### src/rtl/pipeline_latealu_sched.sv
// ============================================================================
// Module   : pipeline_latealu_sched
// Purpose  : LateALU scheduler with one-cycle shifts, iterative signed
//            multiply and the architectural HI/LO registers.
// Revision : 1.0
// ============================================================================
`default_nettype none

module pipeline_latealu_sched #(
    parameter int MULT_BITS_PER_STEP = 2
) (
    input  logic        clk,
    input  logic        rst,
    input  logic        op_valid,
    input  logic [5:0]  op,
    input  logic [31:0] a0,
    input  logic [31:0] a1,
    output logic        op_ready,
    input  logic        hilo_read,
    output logic        stall,
    output logic        shift_valid,
    output logic [31:0] shift_result,
    output logic [31:0] mult_hi,
    output logic [31:0] mult_lo,
    output logic        busy,
    output logic        err_illegal
);

    localparam int         MUL_STEPS = 32 / MULT_BITS_PER_STEP;
    localparam logic [5:0] LAST_STEP = 6'(MUL_STEPS - 1);

    localparam logic [5:0] OP_SRL  = 6'b000010;
    localparam logic [5:0] OP_SRA  = 6'b000011;
    localparam logic [5:0] OP_MULT = 6'b000100;
    localparam logic [5:0] OP_MTHI = 6'b000101;
    localparam logic [5:0] OP_MTLO = 6'b000110;

    typedef enum logic [1:0] {
        S_IDLE = 2'd0,
        S_MUL  = 2'd1,
        S_FIX  = 2'd2
    } state_t;

    state_t      state;
    state_t      state_nxt;

    logic [63:0] acc;
    logic [63:0] mcand;
    logic [31:0] mplier;
    logic [5:0]  count;
    logic        sign;

    logic        idle;
    logic        is_shift;
    logic        is_hilo;
    logic        shift_accept;
    logic        mult_accept;
    logic        mthi_accept;
    logic        mtlo_accept;
    logic        illegal_accept;
    logic [31:0] shift_calc;
    logic [31:0] mag_a0;
    logic [31:0] mag_a1;
    logic [63:0] step_sum;
    logic [63:0] product;

    assign idle     = (state == S_IDLE);
    assign busy     = !idle;
    assign stall    = hilo_read && busy;
    assign is_shift = (op == OP_SRL) || (op == OP_SRA);
    assign is_hilo  = (op == OP_MULT) || (op == OP_MTHI) || (op == OP_MTLO);

    // HI/LO-class ops wait for the multiplier; everything else is always taken.
    assign op_ready       = !is_hilo || idle;
    assign shift_accept   = op_valid && is_shift;
    assign mult_accept    = op_valid && idle && (op == OP_MULT);
    assign mthi_accept    = op_valid && idle && (op == OP_MTHI);
    assign mtlo_accept    = op_valid && idle && (op == OP_MTLO);
    assign illegal_accept = op_valid && !is_shift && !is_hilo;

    assign shift_calc = (op == OP_SRA) ? 32'($signed(a0) >>> a1[4:0])
                                       : (a0 >> a1[4:0]);

    // 0x80000000 negates to itself, which is the correct unsigned magnitude.
    assign mag_a0  = a0[31] ? (~a0 + 32'd1) : a0;
    assign mag_a1  = a1[31] ? (~a1 + 32'd1) : a1;
    assign product = sign ? (~acc + 64'd1) : acc;

    always_comb begin
        step_sum = acc;
        for (int i = 0; i < MULT_BITS_PER_STEP; i++) begin
            if (mplier[i]) begin
                step_sum = step_sum + (mcand << i);
            end
        end
    end

    always_comb begin
        state_nxt = state;
        case (state)
            S_IDLE:  if (mult_accept) state_nxt = S_MUL;
            S_MUL:   if (count == LAST_STEP) state_nxt = S_FIX;
            S_FIX:   state_nxt = S_IDLE;
            default: state_nxt = S_IDLE;
        endcase
    end

    always_ff @(posedge clk or negedge rst) begin
        if (!rst) begin
            state <= S_IDLE;
        end else begin
            state <= state_nxt;
        end
    end

    always_ff @(posedge clk or negedge rst) begin
        if (!rst) begin
            mult_hi      <= 32'd0;
            mult_lo      <= 32'd0;
            shift_result <= 32'd0;
            shift_valid  <= 1'b0;
            err_illegal  <= 1'b0;
            acc          <= 64'd0;
            mcand        <= 64'd0;
            mplier       <= 32'd0;
            count        <= 6'd0;
            sign         <= 1'b0;
        end else begin
            shift_valid <= shift_accept;
            err_illegal <= illegal_accept;
            if (shift_accept) begin
                shift_result <= shift_calc;
            end
            if (mthi_accept) begin
                mult_hi <= a0;
            end
            if (mtlo_accept) begin
                mult_lo <= a0;
            end
            case (state)
                S_IDLE: begin
                    if (mult_accept) begin
                        mcand  <= {32'd0, mag_a0};
                        mplier <= mag_a1;
                        sign   <= a0[31] ^ a1[31];
                        acc    <= 64'd0;
                        count  <= 6'd0;
                    end
                end
                S_MUL: begin
                    acc    <= step_sum;
                    mcand  <= mcand << MULT_BITS_PER_STEP;
                    mplier <= mplier >> MULT_BITS_PER_STEP;
                    count  <= count + 6'd1;
                end
                S_FIX: begin
                    mult_hi <= product[63:32];
                    mult_lo <= product[31:0];
                end
                default: begin
                end
            endcase
        end
    end

endmodule

`default_nettype wire

### config.mk
export PLATFORM = sky130hd
export DESIGN_NAME = pipeline_latealu_sched
export DESIGN_NICKNAME = d
export VERILOG_FILES = /design/src/rtl/pipeline_latealu_sched.sv
export SDC_FILE = /design/constraint.sdc
export NUM_CORES = 1
export LEC_CHECK = 0
export CORE_MARGIN = 5
export CORE_UTILIZATION = 52
export CTS_BUF_LIST = sky130_fd_sc_hd__clkbuf_4
export DETAILED_ROUTE_END_ITERATION = 8
export PLACE_DENSITY = 0.72
export SLEW_MARGIN = 40
export SYNTH_ARGS = -nofsm -noshare
export SYNTH_HDL_FRONTEND = slang
export SYNTH_SLANG_ARGS = --single-unit
### constraint.sdc
create_clock -name clk -period 8.6 [get_ports clk]
set_input_delay 2.58 -clock clk [delete_from_list [all_inputs] [get_ports clk]]
set_output_delay 2.58 -clock clk [all_outputs]
set_load 0.02 [all_outputs]
==> impl_results.md <==
- Post-DR wirelength/cell: 22.93 um
- Setup crit start kind: input port
- Worst slew pin tran: 0.8449 ns
- Die Y: 223.5 um
- Vias in the first global route: 22.62k
- Root Buffer: clkbuf_4
- Number of library cell types mapped by synthesis: 83
- Synth Warn #: 0
- Area grow syn2layout: 12.73%
- RSZ-0062 raised after global routing: false
- Core area: 45,280 um2
- Sequential area share after synthesis: 28.19%
- TNS Setup: 0 ns
- Post-DRT Antenna Nets: 0
- Cell taking the most area after synthesis: dfrtp_1
- Max-cap violation count: 0
- Hold crit path type: reg2reg
- Mapped cell area: 23,710 um2
- Worst-skew pair later-pin latency: 0.88 ns
- Die W: 223.5 um
- I/O pins: 175
- Hold buffers post-CTS: 0
- Max frequency: 0.1493 GHz
- Clock skew: 0.07759 ns
- Hpwl dp: 61.81 mm
- Clock Sinks: 267
- Syn Nets: 3,137
- Crit end category: output port
- Top post-synthesis cells by count: nand2_1 (450), o21ai_0 (331), dfrtp_1 (267), a21oi_1 (189), clkbuf_1 (174)
- Num CTS Buffers: 79
- TritonRoute pass-1 iters: 6
- Pin count of the biggest net entering global routing: 141
- Worst hold slack: 0.4649 ns
- Die Area: 49,960 um2
- Clock-pin slew on the worst setup and hold paths: 0.06 ns
- Crit path DAT: 4.12 ns
- Largest cells by area after synthesis: dfrtp_1 (28%), ha_1 (7.2%), nand2_1 (7.1%), o21ai_0 (7.0%), xnor2_1 (4.5%)
- DR vias/cell: 6.450
- Port Buffers: 174
- # setup viols final: 0
- Vias: 23.63k
- PwrDens: 245.1 nW/um2
- Crit-path max FO: 11
- H-tree depth: 3
- Area of the multi-input gates: 16,150 um2
- GR Util All Layers: 32.42%
- Fin crit period: 6.700 ns
- Async SR Flop Fraction: 100.0%
- Setup Buffers After CTS: 0
- Static leakage: 0.01174 uW
- CP Class: in2out
- Primary FF master, synth: dfrtp_1
- Fin. Hold Viols: 0
- Initial drt markers: 2,475
- Instance count of the mapped netlist: 2,925
- GPL Wtd Cong: 0.9826
- Yosys reg bits: 267
- Post-route DRC: 0
- Layout Cells excl Fill: 3,663
- Most common cell in the netlist: nand2_1
- Overflow after GRT: 0
- First-pass GRT wire length: 129.7 mm
- Post-synth EDFFs: 0
- Post-Syn Area per Cell: 8.104 um2
- Starting density of the core: 52.35%
- Initial antenna violation count: 2
- Req. time, crit path: 6.02 ns
- Num rows: 78
- Number of gates resized after cts: 0
- Clock tree buffer depth: 3
- Fillers: 4,161
- Final slew viol count: 0
- TritonCTS clock tree: yes
- Final wirelength: 84.00 mm
- Maximum vdd ir drop: 0.1463 mV
- Cell count after placement: 3,519
- Share of Yosys cell area claimed by the top area cell type: 28.19%
- Ratio of cells with drive above 1 in the final layout: 9.876%
- Slew HR: 43.50%
- Storage cell area: 6685 um2
- Fin nets: 3,213
- Crit share post-route: 77.90%
- Run status: finished clean
==> path summary, 6_finish.rpt <==
| check | cells after the start | to | from | slack (ns) |
|---|---|---|---|---|
| min in group asynchronous | 1 | acc[3]$_DFFE_PN0P_ | rst | 1.64 |
| min | 2 | shift_result[31]$_DFFE_PN0P_ | shift_result[31]$_DFFE_PN0P_ | 0.46 |
| max reg2reg | 25 | acc[63]$_DFFE_PN0P_ | mcand[0]$_DFFE_PN0P_ | 2.11 |
| max in group asynchronous | 3 | mcand[57]$_DFFE_PN0P_ | rst | 5.63 |
| max | 4 | op_ready | op[1] | 1.90 |
| min reg2reg | 2 | shift_result[31]$_DFFE_PN0P_ | shift_result[31]$_DFFE_PN0P_ | 0.46 |
==> stage by stage <==
| stage | cell area (um2) | setup WS (ns) | total power [uW] | util [%] |
|---|---|---|---|---|
| 6_report | 26720 | 1.900 | 6549 | 59.01 |
| 5_1_grt | 26720 | 1.788 | 6980 | 59.01 |
| 4_1_cts | 26670 | 1.912 | 6499 | 58.89 |
| 3_5_place_dp | 25690 | 1.919 | 5237 | 56.72 |
| 3_3_place_gp | 25660 | 1.947 | 5167 | 56.67 |
| 2_1_floorplan | 23710 | 2.751 | 4200 | - |
==> per-layer routing <==
metal	wire length (um)	track usage [%]
met1	34350	42.94
met2	37790	50.67
met4	4222	15.38
met3	7636	7.197
met5	0	0
==> layout make-up <==
class	count	area share (%)
Antenna cell	5	0.04682
Clock buffer	111	3.118
Clock inverter	27	0.5619
Inverter	46	0.6461
Multi-Input combinational cell	2408	60.44
Sequential cell	267	25.02
Tap cell	600	2.809
Timing Repair Buffer	199	7.360
==> placed cells by master, fill, tap and decap left out, types with 29 or more instances in the layout <==
| cell | count |
|---|---|
| nand2_1 | 448 |
| a21o_1 | 74 |
| nor3_1 | 30 |
| xor2_1 | 111 |
| mux2i_1 | 64 |
| o31ai_1 | 37 |
| a21oi_1 | 189 |
| nor2_1 | 151 |
| o21a_1 | 29 |
| clkbuf_4 | 111 |
| nand4_1 | 40 |
| clkdlybuf4s50_1 | 169 |
| dfrtp_1 | 264 |
| o21ai_0 | 331 |
| and3_1 | 31 |
| nand3_1 | 63 |
| inv_1 | 41 |
| a31oi_1 | 45 |
| mux2_2 | 68 |
| a22oi_1 | 59 |
| ha_1 | 136 |
| xnor2_1 | 121 |
==> kinds of logic after synthesis <==
logic type	share of synthesized area (%)
adders and majority gates	7.347
muxes	8.118
and+or+nand+nor	17.79
AOI/OAI and AO/OA	26.02
xor gates and xnor gates	8.572
buffers and inverters	3.974
DFF	28.19
==> critical path, cell delays in order <==
cell and delay [ns]:
clkdlybuf4s50_1 0.71, a21oi_1 0.12, nand3_1 0.10, clkdlybuf4s50_1 0.61
==> where the power goes <==
part           switching [uW]  internal (uW)
clock                     613            627
sequential                454           1530
combinational            2000           1330
total                    3070           3480
==> registers in the layout, summed over array words and instances, names as in the netlist <==
register and flops:
count 6, sign 1, state 2, mcand 64
mult_lo 32, mplier 32, err_illegal 1, shift_valid 1
mult_hi 32, shift_result 32, acc 64
No activity file was read; power rests on OpenSTA's default activity.
